$ cat src/rtl/snn_pkg.sv
// Shared definitions for the spiking-network front end: encoder FSM states,
// default widths and the step-counter width helper.
package snn_pkg;

  typedef enum logic [0:0] {
    ENC_IDLE = 1'b0,
    ENC_RUN  = 1'b1
  } enc_state_e;

  localparam int SNN_N_CH   = 32'sd16;
  localparam int SNN_VAL_W  = 32'sd8;
  localparam int SNN_WINDOW = 32'sd256;

  // Step counter only has to reach WINDOW-1, but never shrinks below one bit.
  function automatic int step_width(input int window);
    if (window <= 32'sd1) begin
      return 32'sd1;
    end else begin
      return $clog2(window);
    end
  endfunction

endpackage

$ cat src/rtl/rate_channel.sv
// One encoder channel: holds the sampled intensity, accumulates it on every
// timestep and emits the accumulator carry as a one-cycle axon pulse.
module rate_channel
  import snn_pkg::*;
#(
  parameter int VAL_W = SNN_VAL_W
) (
  input  logic             clk_i,
  input  logic             rst_ni,
  input  logic             load_i,
  input  logic             clear_i,
  input  logic             tick_i,
  input  logic [VAL_W-1:0] val_i,
  output logic             axon_o
);

  logic [VAL_W-1:0] val_q, val_d;
  logic [VAL_W-1:0] acc_q, acc_d;
  logic             axon_q, axon_d;
  logic [VAL_W:0]   sum_s;

  // Next-state for value, accumulator and carry-to-axon register.
  always_comb begin
    sum_s  = {1'b0, acc_q} + {1'b0, val_q};
    val_d  = val_q;
    acc_d  = acc_q;
    axon_d = 1'b0;
    if (load_i) begin
      val_d = val_i;
    end else begin
      val_d = val_q;
    end
    if (clear_i) begin
      acc_d = '0;
    end else if (tick_i) begin
      acc_d  = sum_s[VAL_W-1:0];
      axon_d = sum_s[VAL_W];
    end else begin
      acc_d = acc_q;
    end
  end

  // Channel state registers.
  always_ff @(posedge clk_i) begin
    if (!rst_ni) begin
      val_q  <= '0;
      acc_q  <= '0;
      axon_q <= 1'b0;
    end else begin
      val_q  <= val_d;
      acc_q  <= acc_d;
      axon_q <= axon_d;
    end
  end

  assign axon_o = axon_q;

endmodule

$ cat src/rtl/spike_encoder.sv
// Rate encoder: accepts one sample per window and converts each channel's
// intensity into evenly spaced axon pulses over WINDOW tick-paced timesteps.
module spike_encoder
  import snn_pkg::*;
#(
  parameter int N_CH   = SNN_N_CH,
  parameter int VAL_W  = SNN_VAL_W,
  parameter int WINDOW = SNN_WINDOW
) (
  input  logic                  clk_i,
  input  logic                  rst_ni,
  input  logic                  in_valid_i,
  output logic                  in_ready_o,
  input  logic [N_CH*VAL_W-1:0] in_data_i,
  input  logic                  tick_i,
  output logic [N_CH-1:0]       axon_o,
  output logic                  busy_o,
  output logic                  done_o
);

  localparam int STEP_W = step_width(WINDOW);
  localparam logic [STEP_W-1:0] LAST_STEP = STEP_W'(WINDOW - 32'sd1);
  localparam logic [STEP_W-1:0] STEP_ONE  = STEP_W'(32'sd1);
  localparam logic [0:0] ST_IDLE = 1'(ENC_IDLE);
  localparam logic [0:0] ST_RUN  = 1'(ENC_RUN);

  logic [0:0]        state_q, state_d;
  logic [STEP_W-1:0] step_q, step_d;
  logic              done_q, done_d;
  logic              accept_s;
  logic              run_tick_s;

  // Window FSM and step counter; ticks only count while running.
  always_comb begin
    accept_s   = in_valid_i && (state_q == ST_IDLE);
    run_tick_s = tick_i && (state_q == ST_RUN);
    state_d    = state_q;
    step_d     = step_q;
    done_d     = 1'b0;
    case (state_q)
      ST_IDLE: begin
        if (accept_s) begin
          state_d = ST_RUN;
          step_d  = '0;
        end else begin
          state_d = ST_IDLE;
        end
      end
      ST_RUN: begin
        if (run_tick_s) begin
          if (step_q == LAST_STEP) begin
            state_d = ST_IDLE;
            step_d  = '0;
            done_d  = 1'b1;
          end else begin
            step_d = step_q + STEP_ONE;
          end
        end else begin
          state_d = ST_RUN;
        end
      end
      default: begin
        state_d = ST_IDLE;
        step_d  = '0;
      end
    endcase
  end

  // FSM, step counter and done pulse registers.
  always_ff @(posedge clk_i) begin
    if (!rst_ni) begin
      state_q <= ST_IDLE;
      step_q  <= '0;
      done_q  <= 1'b0;
    end else begin
      state_q <= state_d;
      step_q  <= step_d;
      done_q  <= done_d;
    end
  end

  assign in_ready_o = (state_q == ST_IDLE);
  assign busy_o     = (state_q == ST_RUN);
  assign done_o     = done_q;

  // A new sample both loads the value and restarts the accumulator.
  for (genvar g = 0; g < N_CH; g++) begin : g_ch
    rate_channel #(
      .VAL_W (VAL_W)
    ) u_ch (
      .clk_i   (clk_i),
      .rst_ni  (rst_ni),
      .load_i  (accept_s),
      .clear_i (accept_s),
      .tick_i  (run_tick_s),
      .val_i   (in_data_i[g*VAL_W +: VAL_W]),
      .axon_o  (axon_o[g])
    );
  end

endmodule
$ cat config.mk
export PLATFORM = sky130hd
export DESIGN_NAME = spike_encoder
export DESIGN_NICKNAME = d
export VERILOG_FILES = /design/src/rtl/snn_pkg.sv /design/src/rtl/rate_channel.sv /design/src/rtl/spike_encoder.sv
export SDC_FILE = /design/constraint.sdc
export NUM_CORES = 1
export LEC_CHECK = 0
export BUFFER_PORTS_ARGS = -buffer_cell sky130_fd_sc_hd__clkbuf_2
export CORE_MARGIN = 5
export CORE_UTILIZATION = 40
export DETAILED_ROUTE_END_ITERATION = 10
export PLACE_DENSITY_LB_ADDON = 0.1
export SLEW_MARGIN = 10
export SYNTH_ARGS = -nofsm -noshare
export SYNTH_HDL_FRONTEND = slang
export SYNTH_SLANG_ARGS = --single-unit
$ cat constraint.sdc
create_clock -name clk_i -period 1.7 [get_ports clk_i]
set_input_delay 0.17 -clock clk_i [delete_from_list [all_inputs] [get_ports clk_i]]
set_output_delay 0.17 -clock clk_i [all_outputs]
set_load 0.01 [all_outputs]
==> results of run 1 <==
-- through the flow --
step	power, mW	instances	hold WS (ns)
finish	16.1	2673	0.0496
CTS	16.3	2664	0.0232
detailed placement	8.86	2461	0.400
global placement	8.83	2461	0.393
global route	16.9	2673	0.0606
floorplan	8.14	1875	0.299
-- cell families (layout without fill, tap and decap cells) --
kind of cell	Yosys count	after routing	synth area share [%]
simple gates	732	732	21.4
compound gates	551	551	22.8
flops	282	282	37.8
buf+inv	159	489	4.76
fa+ha+maj	145	145	12.9
xor+xnor	6	6	0.352
-- report_power, final --
| group | switching, mW | total [mW] | internal [mW] |
|---|---|---|---|
| Combinational | 1.13 | 2.05 | 0.914 |
| Clock | 2.85 | 7.06 | 4.21 |
| Sequential | 0.185 | 7.03 | 6.85 |
-- cell type report --
cell class	instances	share of cell area [%]
well taps	468	2.91
clock inverters	8	0.361
flip-flops and latches	282	28.3
multi-input cells	1434	47.2
repair buffers	391	15.5
inverters	38	0.759
clock buffers	52	4.97
-- worst register-to-register path, cell delays in order, from the launching register on --
cell,delay [ns]
sky130_fd_sc_hd__dfxtp_2,0.33
sky130_fd_sc_hd__ha_4,0.16
sky130_fd_sc_hd__fa_2,0.42
sky130_fd_sc_hd__a211oi_4,0.27
sky130_fd_sc_hd__o21ai_2,0.10
sky130_fd_sc_hd__a211o_1,0.30
sky130_fd_sc_hd__nand3_1,0.07
-- placed cells by master (no fill, tap or decap), drive strengths merged, types with 2 or more instances in the layout --
cell and count:
nor4 12, nand4 7, a21o 21, dlygate4sd3 128
dfxtp 282, o311ai 22, a211o 16, o21ai 73
o31a 22, inv 39, clkbuf 202, fa 16
nor3 12, a31oi 4, and3 17, ha 129
nand2 405, nand3 121, nand2b 2, nor2 91
or4 16, a2111o 16, o21a 11, clkinv 6
xnor2 6, o211ai 43, a211oi 42, a21oi 274
o31ai 5, buf 113, and2 7, nor2b 23
or2 16
-- worst min-delay path by stage --
stage,startpoint,end,slack [ns],cells after the start
after global placement,in_data_i[25],g_ch[3].u_ch.val_q[1],0.39,3
after detailed placement,in_data_i[99],g_ch[12].u_ch.val_q[3],0.40,3
after global routing,rst_ni,done_o,0.06,3
final,rst_ni,done_o,0.05,3
after CTS,rst_ni,done_o,0.02,3
after floorplan,rst_ni,done_o,0.30,2
-- timing repair --
action | CTS | global route
endpoints found under the setup margin | 48 | 74
pin swaps | 34 | 85
hold buffers | 128 | 0
hold endpoints to repair | 128 | 0
buffers inserted | 15 | 10
gates resized for setup | 85 | 149
-- flip-flops by register name, summed over array words and instances, names as in the netlist --
name and count:
busy_o 1, done_o 1, g_ch.u_ch.acc_q 128, g_ch.u_ch.axon_o 16, g_ch.u_ch.val_q 128, step_q 8
-- per-layer routing --
layer  vias up  global-route usage [%]  wire, um
met3        61                    2.97      1630
met1      6718                    26.2     19900
met4         2                    5.37       784
li1       7294                       -         -
met2       212                    33.6     20200
met5         -                       0        12
==> results.md, run 1 <==
* Count of flip-flops with a built-in enable after synthesis at 0
* Delay-heaviest family, CP: compound AO/OA/AOI/OAI gates
* Number of nets at the end of the flow at 2459
* Total Negative Setup Slacks at -0.00590 ns
* Number of inserted filler cells in the final layout at 3370
* Failing checks: negative setup slack
* Cell count after synthesis at 1875
* Status: finished with violations
* Critical path buffers and inverters at 0
* CTS tree: done
* Critical Path, Cell by Cell: ha_4, fa_2, a211oi_4, o21ai_2, a211o_1, nand3_1
* Hold Crit Class: input pin to flip-flop
* CTS Buf Count at 35
* Post-route minimum period at 1.71 ns
* Max_slew headroom at 58.6%
* Die boundary width at 203 um
* Top flip-flop cell by instance count after synthesis: sky130_fd_sc_hd__dfxtp_1
* Arrival time at the worst endpoint at 2.17 ns
* Vias/cell at 5.34
* # IOs at 151
* Critical path's slowest cell: sky130_fd_sc_hd__fa_2
* Fin. Hold Viols at 0
* Top cell type by total area after synthesis: sky130_fd_sc_hd__dfxtp_1
* Initial antenna violation count at 2
* Fraction of layout cells with a size suffix above 1 at 23.2%
* Number of synthesized register bits at 282
* Area taken by flip-flops and latches at 0.00569 mm2
* Unique masters post-synth at 38
* Final setup skew at 0.0141 ns
* Most used standard cells in the synthesized netlist: 405 x sky130_fd_sc_hd__nand2_1, 282 x sky130_fd_sc_hd__dfxtp_1, 274 x sky130_fd_sc_hd__a21oi_1
* Origin of the worst setup path: g_ch[3].u_ch.val_q[0]
* Endpoints failing setup at 1
* Global-route wire length before repair at 68.5 mm
* MaxCap Viol Count at 0
* Root buffer selected by CTS: sky130_fd_sc_hd__clkbuf_16
* Worst flop-to-flop path startpoint: g_ch[3].u_ch.val_q[0]
* Sum of routed wire length over all layers at 42.5 mm
* Max FO, Critical Path at 3
* Core Util, Final at 54.8%
* Share of the synthesized area in the top cell type at 37.8%
* Overall via count from detail_route at 14300
* GRT Overall Usage at 19.7%
* Routed WL per cell at 15.9 um
* Least setup slack across all paths after layout at -0.00590 ns
* Sequential element share of the synthesized area at 37.8%
* First DRT Iteration DRCs at 710
* Tightest Pin Transition at 0.620 ns
* WP depth at 6
* Number of cells traversed by the worst register-to-register path at 6
* Number of global-route vias before repair at 13900
* Crit start category: flip-flop
* Die outline area at 0.0413 mm2
* Multi-input logic area at 0.00949 mm2
* Async S/R FF share, synth at 0%
* Sinks on Clock Net at 282
* Worst-case vdd ir drop at 0.552 mV
* DRC violations left at 0
* Clock-pin slew of the registers on the worst-case setup and hold paths at 0.06 ns
* Chip Height at 203 um
* Weighted congestion reported at the end of routability-driven placement at 0.845
* Timing-limited maximum frequency at 586 MHz
* RSZ-0062 raised after global routing: true
* Max-slew violation total from the final report at 0
* Leak pwr at 7.96 nW
* Most instantiated library cell after synthesis: sky130_fd_sc_hd__nand2_1
* CP Data Required Time at 2.16 ns
* Number of synthesis warnings at 0
* GR Overflow Total at 0
* Diode count at 0
* Count of buffers inserted at the top-level ports at 150
* Longest Clk Path Bufs at 3
* Avg Inst Size Synth at 7.97 um2
* Pre-Repair DR Iteration Count at 6
* Setup Slack @ Placement at -0.162 ns
* Post-detail-place hpwl at 27.7 mm
* Source-to-sink clock delay at the later pin of the worst-skew pair at 0.53 ns
* Post-route fraction of the period consumed by the critical path at 100%
* Post-placement cell area at 0.0167 mm2
* FP Rows at 70
* Power per standard cell area at 803 mW/mm2
* Destination of the critical timing path: g_ch[3].u_ch.acc_q[6]
* Final std cell area, no fill at 0.0201 mm2
* Initial Utilization at 40.7%
* Endpoint of the most critical register-to-register path: g_ch[3].u_ch.acc_q[6]
* Post-route antenna net violation count at 0
* Cell types occupying the most area after synthesis: sky130_fd_sc_hd__dfxtp_1 38%, sky130_fd_sc_hd__ha_1 11%, sky130_fd_sc_hd__nand2_1 10%
* Start-to-end type of the worst setup path: flip-flop to flip-flop
* Mapped Area at 0.0149 mm2
* Area grow syn2layout at 34.6%
* Critical Path End Type: flip-flop
* R2R Setup Slk at -0.006 ns
* CORE AREA at 0.0367 mm2
* Synthesized netlist net count at 2152
* Level count of the clock H-tree at 2
* Pin count of the biggest net entering global routing at 130
* Largest incremental delay on the critical path at 0.42 ns
(Power assumes the default switching activity.)
==> run 2, diff against run 1 <==
- CORE_UTILIZATION: 40 -> 59
- clock period: 1.7 -> 2.15 ns (I/O delays scaled with it)
==> run 2 against run 1 <==
  * The flow now finishes without violations
  * Hold slack lost 0.011 ns
  * Clock skew shrank 0.0033 ns
  * Via count shrank 0.74%
  * Flip-flop and latch count is the same
  * Register-to-register slack gained 0.20 ns
  * Global-route usage grew 6.5 points
  * Largest power group is now registers
  * Count of clock-buffer cells in the layout shrank 12
  * Total power shrank 25%
  * Sequential share of layout area grew 2.7 points
  * Critical endpoint is now in_ready_o
==> results.md, run 2 (synthesized netlist as in run 1, its figures left out) <==
* Source-to-sink clock delay at the later pin of the worst-skew pair at 0.56 ns
* Pin count of the biggest net entering global routing at 130
* Clock-pin slew of the registers on the worst-case setup and hold paths at 0.06 ns
* Die outline area at 0.0286 mm2
* Most frequent cells in the layout: 403 x sky130_fd_sc_hd__nand2_1, 282 x sky130_fd_sc_hd__dfxtp_1, 274 x sky130_fd_sc_hd__a21oi_1, 150 x sky130_fd_sc_hd__clkbuf_2, 129 x sky130_fd_sc_hd__ha_1
* Area grow syn2layout at 22.0%
* Max FO, Critical Path at 12
* # IOs at 151
* GR Layer Usage met2 at 45.9%
* Endpoints failing setup at 0
* Initial antenna violation count at 0
* Global-route wire length before repair at 64.3 mm
* Max_slew headroom at 51.1%
* Origin of the worst setup path: busy_o
* Fraction of layout cells with a size suffix above 1 at 12.1%
* Longest Clk Path Bufs at 3
* GR Overflow Total at 0
* Largest incremental delay on the critical path at 0.60 ns
* Count of buffers inserted at the top-level ports at 150
* GRT Overall Usage at 26.2%
* Sinks on Clock Net at 282
* Grt met3 use at 3.20%
* Root buffer selected by CTS: sky130_fd_sc_hd__clkbuf_16
* RSZ-0062 raised after global routing: false
* CTS Buf Count at 31
* Number of nets at the end of the flow at 2374
* Status: completed
* Vias/cell at 5.79
* DRC violations left at 0
* Fin. Hold Viols at 0
* Critical Path End Type: output pin
* Chip Height at 169 um
* MaxCap Viol Count at 0
* Routed WL per cell at 15.6 um
* Most common cell after layout, fill and taps aside: sky130_fd_sc_hd__nand2_1
* Leak pwr at 7.40 nW
* CP Data Required Time at 1.93 ns
* Launch instance of the worst min-delay path: rst_ni
* CTS tree: done
* Arrival time at the worst endpoint at 1.83 ns
* Global route hottest layer: met2
* Post-detail-place hpwl at 24.5 mm
* Critical path's slowest cell: sky130_fd_sc_hd__inv_1
* Max-slew violation total from the final report at 0
* Worst-case vdd ir drop at 0.679 mV
* Worst hold margin at 0.0384 ns
* Pre-Repair DR Iteration Count at 5
* Crit start category: flip-flop
* Total Negative Setup Slacks at 0 ns
* Sum of routed wire length over all layers at 38.2 mm
* Post-route antenna net violation count at 0
* CORE AREA at 0.0250 mm2
* Level count of the clock H-tree at 1
* Timing-limited maximum frequency at 488 MHz
* Number of non-filler instances in the completed layout at 2450
* Worst flop-to-flop path startpoint: g_ch[4].u_ch.acc_q[0]
* FP Rows at 58
* Hold Crit Class: input pin to flip-flop
* Met1 routing resource usage after global routing at 33.6%
* Number of global-route vias before repair at 13800
* Tightest Pin Transition at 0.733 ns
* Final setup skew at 0.0109 ns
* Critical Path, Cell by Cell: inv_1, clkbuf_2
* Placed insts at 2266
* Post-route minimum period at 2.05 ns
* Start-to-end type of the worst setup path: flip-flop to output pin
* Initial Utilization at 59.7%
* Critical path buffers and inverters at 2
* Power per standard cell area at 665 mW/mm2
* First DRT Iteration DRCs at 826
* Delay-heaviest family, CP: buffers and inverters
* Weighted congestion reported at the end of routability-driven placement at 0.842
* Post-route fraction of the period consumed by the critical path at 95.3%
* Overall via count from detail_route at 14200
* Diode count at 0
* Die boundary width at 169 um
## run 2: changes by cell type in the layout (fill, tap and decap cells not counted), sizes merged
| cell | change |
|---|---|
| buf | -81 |
| clkbuf | -12 |
| clkinv | +5 |
| bufinv | +1 |
| clkinvlp | +1 |
| inv | +1 |
## run 2: final timing paths
kind / to / cells after the start / slack [ns]
hold / removal: done_o / 3 / 0.04
hold reg to reg: step_q[7] / 1 / 0.45
setup reg to reg: g_ch[4].u_ch.acc_q[6] / 6 / 0.19
setup / recovery: in_ready_o / 2 / 0.10
## run 2: layout make-up
class	instances	area (um2)
clock buffers	40	840
repair buffers	310	2410
multi-input cells	1434	8620
clock inverters	16	144
flip-flops and latches	282	5650
fillers	1949	6820
well taps	330	413
inverters	38	145
## run 2: what timing repair did
action,in CTS,in global routing
hold buffers,128,0
hold endpoints to repair,128,0
setup endpoints to repair,0,0
gates resized for setup,0,0
buffers inserted,0,0
## run 2: worst reg2reg max path, stage by stage, from the launching register on
cell and delay [ns]:
sky130_fd_sc_hd__dfxtp_1 0.32, sky130_fd_sc_hd__ha_1 0.23, sky130_fd_sc_hd__fa_1 0.49, sky130_fd_sc_hd__a211oi_1 0.29, sky130_fd_sc_hd__o21ai_0 0.21, sky130_fd_sc_hd__a211o_1 0.30, sky130_fd_sc_hd__nand3_1 0.08
## run 2: per-layer routing
metal / wire length, um / up-vias
li1: - / 7123
met1: 16700 / 6607
met2: 18400 / 362
met3: 1900 / 89
met4: 1190 / 0
met5: 0 / -
## run 2: report_power, final
part / internal [mW] / leakage [nW] / switching, mW
clock network: 2.99 / 0.491 / 2.14
logic: 0.615 / 4.61 / 0.833
registers: 5.41 / 2.29 / 0.128
## run 2: through the flow
step	cell area [um2]	util (%)	power (mW)	worst slack, ns
global route	18200	72.8	12.6	0.0389
global placement	16000	63.7	6.85	0.275
detailed placement	16000	63.7	6.89	0.229
CTS	18200	72.8	12.2	0.123
finish	18200	72.8	12.1	0.102
floorplan	14900	-	6.43	0.358
